### src/rtl/countdown_timer_pkg.sv
// Shared types and constants for the countdown timer: FSM state encoding
// and the one-shot/periodic mode values.
package countdown_timer_pkg;

  typedef enum logic [1:0] {
    IDLE    = 2'd0,
    RUN     = 2'd1,
    EXPIRED = 2'd2
  } state_t;

  localparam logic MODE_ONESHOT  = 1'b0;
  localparam logic MODE_PERIODIC = 1'b1;

endpackage

### src/rtl/countdown_timer.sv
// N-bit loadable down counter with start/stop control, one-shot or periodic
// reload, and a single-cycle terminal-count pulse on each expiry.
module countdown_timer
  import countdown_timer_pkg::*;
#(
  parameter int N = 8
) (
  input  logic         clk,
  input  logic         rst_n,
  input  logic         en,
  input  logic         load_valid,
  output logic         load_ready,
  input  logic [N-1:0] load_value,
  input  logic         start,
  input  logic         stop,
  input  logic         periodic,
  output logic [N-1:0] q,
  output logic         busy,
  output logic         tc,
  output logic         start_err
);

  state_t       state, state_n;
  logic [N-1:0] q_n;
  logic [N-1:0] reload, reload_n;
  logic         mode, mode_n;
  logic         busy_n, tc_n, start_err_n;
  logic         load_acc;
  logic         start_req;
  logic [N-1:0] eff_value;

  // Saturating decrement: zero is never wrapped to all-ones.
  function automatic logic [N-1:0] count_down(input logic [N-1:0] v);
    if (v == '0) begin
      return v;
    end
    return v - N'(1);
  endfunction

  assign load_ready = (state != RUN);
  assign load_acc   = load_valid & load_ready;
  // A simultaneous stop cancels the start silently.
  assign start_req  = start & ~stop;

  // Value a start would launch with: a same-cycle load takes priority, an
  // expired timer retriggers from its reload value, a paused one resumes.
  always_comb begin
    eff_value = q;
    if (load_acc) begin
      eff_value = load_value;
    end else if (state == EXPIRED) begin
      eff_value = reload;
    end
  end

  always_comb begin
    state_n     = state;
    q_n         = q;
    reload_n    = reload;
    mode_n      = mode;
    tc_n        = 1'b0;
    start_err_n = 1'b0;

    case (state)
      IDLE, EXPIRED: begin
        if (load_acc) begin
          reload_n = load_value;
          q_n      = load_value;
          state_n  = IDLE;
        end
        if (start_req) begin
          if (eff_value != '0) begin
            q_n     = eff_value;
            mode_n  = periodic;
            state_n = RUN;
          end else begin
            start_err_n = 1'b1;
          end
        end
      end

      RUN: begin
        if (en) begin
          if (q == N'(1)) begin
            tc_n = 1'b1;
            if (mode == MODE_PERIODIC) begin
              q_n = reload;
            end else begin
              q_n     = '0;
              state_n = EXPIRED;
            end
          end else begin
            q_n = count_down(q);
          end
        end
        // Pause overrides both staying in RUN and expiring; the final
        // decrement and tc above still take effect.
        if (stop) begin
          state_n = IDLE;
        end
      end

      default: begin
        state_n = IDLE;
      end
    endcase
  end

  assign busy_n = (state_n == RUN);

  always_ff @(posedge clk) begin
    if (!rst_n) begin
      state     <= IDLE;
      q         <= '0;
      reload    <= '0;
      mode      <= MODE_ONESHOT;
      busy      <= 1'b0;
      tc        <= 1'b0;
      start_err <= 1'b0;
    end else begin
      state     <= state_n;
      q         <= q_n;
      reload    <= reload_n;
      mode      <= mode_n;
      busy      <= busy_n;
      tc        <= tc_n;
      start_err <= start_err_n;
    end
  end

endmodule

### config.mk
export PLATFORM = sky130hd
export DESIGN_NAME = countdown_timer
export DESIGN_NICKNAME = d
export VERILOG_FILES = /design/src/rtl/countdown_timer_pkg.sv /design/src/rtl/countdown_timer.sv
export SDC_FILE = /design/constraint.sdc
export NUM_CORES = 1
export LEC_CHECK = 0
export BUFFER_PORTS_ARGS = -buffer_cell sky130_fd_sc_hd__buf_2
export CORE_MARGIN = 2
export CORE_UTILIZATION = 50
export DETAILED_ROUTE_END_ITERATION = 6
export PLACE_DENSITY = 0.79
export SETUP_SLACK_MARGIN = 0.02
export SLEW_MARGIN = 20
export SYNTH_ARGS = -nofsm -noshare
export SYNTH_HDL_FRONTEND = slang
export SYNTH_SLANG_ARGS = --single-unit
### constraint.sdc
create_clock -name clk -period 2.4 [get_ports clk]
set_clock_uncertainty 0.1 [all_clocks]
set_input_delay 0.48 -clock clk [delete_from_list [all_inputs] [get_ports clk]]
set_output_delay 0.48 -clock clk [all_outputs]
set_load 0.005 [all_outputs]
== After elaboration in Yosys (flattened, before gate mapping) ==
Cells that the tools add are included.
Word-level totals
  flip-flop bits (word level): 22
  word-level logic and storage cells: 52
Cells by class
  add/subtract/negate cells: 1
  eq/ne operators: 7
  multiplexer cells: 24
  bitwise logic cells: 3
  reduce and logical (&&, ||, !) cells: 10
Operator list (count)
  $mux W8: 9
  $pmux W8 S2: 1
  $mux W2: 7
  $reduce_and A3 Y1: 4
  $eq A8 B1 Y1 const B: 1
  $logic_not A8 Y1: 1
  $reduce_bool A8 Y1: 1
  $sub A8 B1 Y8 const B: 1
  $mux W1: 6
  $eq A2 B1 Y1 const B: 2
  $ne A4 B4 Y1 const B: 1
  $pmux W2 S2: 1
  $and A1 B1 Y1: 2
  $eq A2 B2 Y1 const B: 1
  $logic_not A2 Y1: 1
  $ne A2 B1 Y1 const B: 1
  $ne A2 B2 Y1 const B: 1
  $reduce_and A2 Y1: 1
  $reduce_bool A2 Y1: 1
  $reduce_or A2 Y1: 1
  $not A1 Y1: 1

== Logic depth before layout (Yosys ltp) ==
  depth after elaboration: 9
  gate-level depth with buffers: 10
  gate-level depth less buffers: 9

== Least setup slack after synthesis ==
No wires, ideal clock.
  path type: flip-flop to flip-flop
  start: reg q[2]
  end: reg q[6]
  library setup time: 0.125 ns
  arrival time: 1.823 ns
  slack: 0.352 ns
  stages on the path, launching flop included: 9
  path through: dfxtp_1 -> or4_4 -> nor2_4 -> nand3_1 -> a31o_2 -> and2_0 -> clkbuf_1 -> o311ai_0 -> o21ai_1
Between the ends
  word-level cells in the longest chain between the ends: 7
  elaborated cells on any way between the ends: 18
  those cells by class: add/sub: 1; eq/ne: 2; mux: 12; reduce/logical: 3
Ends and longest elaborated chain
  start, declared: line countdown_timer.sv:17  | output logic [N-1:0] q,
  start signal, assigned: line countdown_timer.sv:122  | q <= q_n;
  branches (longest 7 deep; another with $sub A8 B1 Y8)
Parallel ways; which one is timed is not known. The select of a mux whose other input is x is not followed.
A chain may end at the register's enable or synchronous reset.

== Worst setup path in the final report ==
  start: reg state[0]
  end: reg state[0]
Between the ends
  word-level cells in the longest chain between the ends: 7
  elaborated cells on any way between the ends: 17
  those cells by class: eq/ne: 3; mux: 10; bitwise: 1; reduce/logical: 3
Ends and longest elaborated chain
  start, declared: line countdown_timer.sv:23  | state_t state, state_n;
  start signal, assigned: line countdown_timer.sv:121  | state <= state_n;
  $eq A2 B2 Y1 / $ne A2 B1 Y1 (equally long branches): line countdown_timer.sv:51, countdown_timer.sv:64, countdown_timer.sv:40
  $mux W8 / $and A1 B1 Y1 (equally long branches): line countdown_timer.sv:51, countdown_timer.sv:41
  $mux W8: line countdown_timer.sv:49  | if (load_acc) begin
  $reduce_bool A8 Y1: line countdown_timer.sv:72  | if (eff_value != '0) begin
  $mux W2: line countdown_timer.sv:72
  $mux W2: line countdown_timer.sv:71  | if (start_req) begin
  $pmux W2 S2 *: line countdown_timer.sv:64  | case (state)
Mark *: on every way between the ends. The rest lies on a longest branch, timed or not.

==> flow_summary.ini <==
[status]
status = finished clean

[global_route]
grt_pass1_vias = 1373
grt_usage = 0.2454
grt_pass1_wl_um = 6679
grt-ovfl-total = 0
antenna_found_initial = 0
grt_max_degree = 21

[setup_path]
cp.required_ps = 2560
cpPeakStageDelay_ps = 440
end_kind = register
worstReg2RegEnd = state[0]$_SDFF_PN0_
reg2reg_from = state[0]$_SDFF_PN0_
cp_max_fo = 8
worstPathArrival_ps = 2290
cp-endpoint = state[0]$_SDFF_PN0_
path_class = reg -> reg
r2r_setup_slack_ps = 260
r2r_cells = 8
crit_chain = inv_2, maj3_2, o221ai_1, o2111ai_1, nor2_2, buf_4, or3_2, a21oi_1
start_kind = register
startpoint = state[0]$_SDFF_PN0_
crit_slowest_cell = or3_2

[finish]
antenna_cells = 0
syn2layout_area_growth_pct = 16.57
final_nets = 252
multi_input_area_um2 = 1015
fin_util = 0.6008
final_common_cell = nand2_1
seq_area_um2 = 441.7
drive_gt1_frac = 0.2704
fillCellCount = 284
layout_common_cells = nand2_1, buf_2, dfxtp_1, a21oi_1, buf_4
stdcell_area_um2 = 1804

[logic_synthesis]
ys.flop_type = dfxtp_1
synth_cell_type_count = 44
netlist_area_um2 = 1548
synth_edf_count = 0
async_reset_ff_frac = 0
yosys_warnings = 0
syn_area_per_cell_um2 = 7.624
syn_nets = 221
yosysSeqAreaShare = 0.2846
synthesis.instances = 203
synth-seq-cells = 22

[placement]
place_ws_ps = 193.9
hpwlAfterDp_um = 3058
gp_congestion = 0.8552
place_area_um2 = 1744
numPortBuffers = 26

[sta]
slew_violations = 0
fin_tns_setup_ps = 0
layout_min_cycle_time_ps = 2136
setup_violations = 0
grt_setup_unrepaired = false
finalCritPeriodShare = 0.8899
slew-limit-headroom = 0.6951
worstMarginPinSlew_ps = 455.7
fmax_ghz = 0.4682
setup_ws_ps = 264.3
hold_viol = 0

[clocking]
cts_tree = yes
cts-root-buf = clkbuf_4
ctsLongestPathBuffers = 2
htreeDepth = 1
cts_sinks = 22
numCtsBuffers = 3
holdBufCountCts = 0
clk_latency_ps = 320
path_clk_slew_ps = 130

[die]
coreArea_um2 = 3003
design.die.area_um2 = 3556
rows = 20
io_pins = 27
die_h_um = 59.64
die_x_um = 59.64
start_util = 0.5154

[power]
p_leak_nw = 0.7158
power_mw = 1.051
p_per_area_nw_per_um2 = 582.7
peakVddDrop_mv = 0.2833

[hold_path]
hold_class = in -> reg

[routing]
drc = 0
drtPass1Iterations = 4
drt-total-wl_um = 3979
first_iter_violations = 63
vias_per_cell = 5.944
vias = 1581
final_antenna_net_count = 0
wire_per_inst_um = 14.96

[run]
maxCapViolations = 0
## metal layers
layer  GRT usage  vias to the layer above  share of wire
li1            -                      802              -
met1      0.3676                      727           0.48
met2      0.3815                       47           0.46
met3     0.01965                        5          0.045
met4     0.05714                        0          0.012
met5           0                        -              0
## registers in the layout, summed over array words and instances, names as in the netlist
name       cells
mode           1
state          2
tc             1
q              8
reload         8
busy           1
start_err      1
## stage by stage
stage | hold WS [ps] | std cells
after floorplan | 349.6 | 203
after detailed placement | 378.9 | 262
after global placement | 379.1 | 262
final | 302.6 | 266
after global routing | 308.2 | 266
after CTS | 301.9 | 266
## Yosys cell counts (2+ instances only)
cell type	n	area (um2)
a31oi_1	2	12.51
o211ai_1	8	60.06
buf_6	2	22.52
inv_1	5	18.77
o221ai_1	7	61.31
ha_1	3	37.54
xnor2_1	2	17.52
nor2_1	12	45.04
nor3_2	2	20.02
nand2_1	32	120.1
inv_2	2	7.510
buf_4	2	15.01
nor2_2	2	12.51
dfxtp_1	22	440.4
mux2i_1	6	60.06
o2111ai_1	2	17.52
mux2_2	4	45.04
o311ai_0	2	17.52
nand3_1	12	60.06
nor3_1	3	15.01
clkbuf_1	8	30.03
a21oi_1	16	80.08
nand3b_1	8	60.06
o21ai_1	8	40.04
o21ai_0	9	45.04
nor4b_1	4	35.03
## how the worst min path moves through the flow
stage | from | endpoint | depth (start not counted)
2_1_floorplan | reload[1]$_SDFFE_PN0P_ | reload[1]$_SDFFE_PN0P_ | 2
3_3_place_gp | reload[0]$_SDFFE_PN0P_ | reload[0]$_SDFFE_PN0P_ | 2
3_5_place_dp | reload[0]$_SDFFE_PN0P_ | reload[0]$_SDFFE_PN0P_ | 2
4_1_cts | load_value[0] | reload[0]$_SDFFE_PN0P_ | 3
5_1_grt | load_value[2] | reload[2]$_SDFFE_PN0P_ | 3
6_report | load_value[0] | reload[0]$_SDFFE_PN0P_ | 3
## kinds of logic (layout without fill, tap and decap cells)
kind of cell    count (synthesis)  count (layout)  synth area share
simple gates                   86              86            0.2983
compound gates                 58              58            0.2369
flops                          22              22            0.2846
buf+inv                        20              50           0.06386
mux                            10              10           0.06791
fa+ha+maj                       4               4           0.03153
xor+xnor                        3               3           0.01698
## cell type report
type / count / share of cell area
inverter: 7 / 0.01456
multi-input combinational: 161 / 0.5624
tap: 33 / 0.02288
sequential: 22 / 0.2448
clock inverter: 1 / 0.01664
clock buffer: 3 / 0.01248
timing repair buffer: 39 / 0.1262
## critical path: cells and delay by family, from the launching register on
family / cells / cell delay, ps
buffers and inverters: 2 / 280
DFF: 1 / 380
adders and majority gates: 1 / 300
AOI/OAI and AO/OA: 3 / 490
and+or+nand+nor: 2 / 520
## report_power, final
part | switching (mW) | total [mW] | internal, mW
Combinational | 0.187 | 0.337 | 0.150
Clock | 0.124 | 0.293 | 0.169
Sequential | 0.0286 | 0.422 | 0.393
## what timing repair did
item / CTS / global route
buffers inserted: 0 / 0
resized for setup: 0 / 2
endpoints found under the setup margin: 0 / 7
Note: power is estimated with default switching activity, not from simulation.
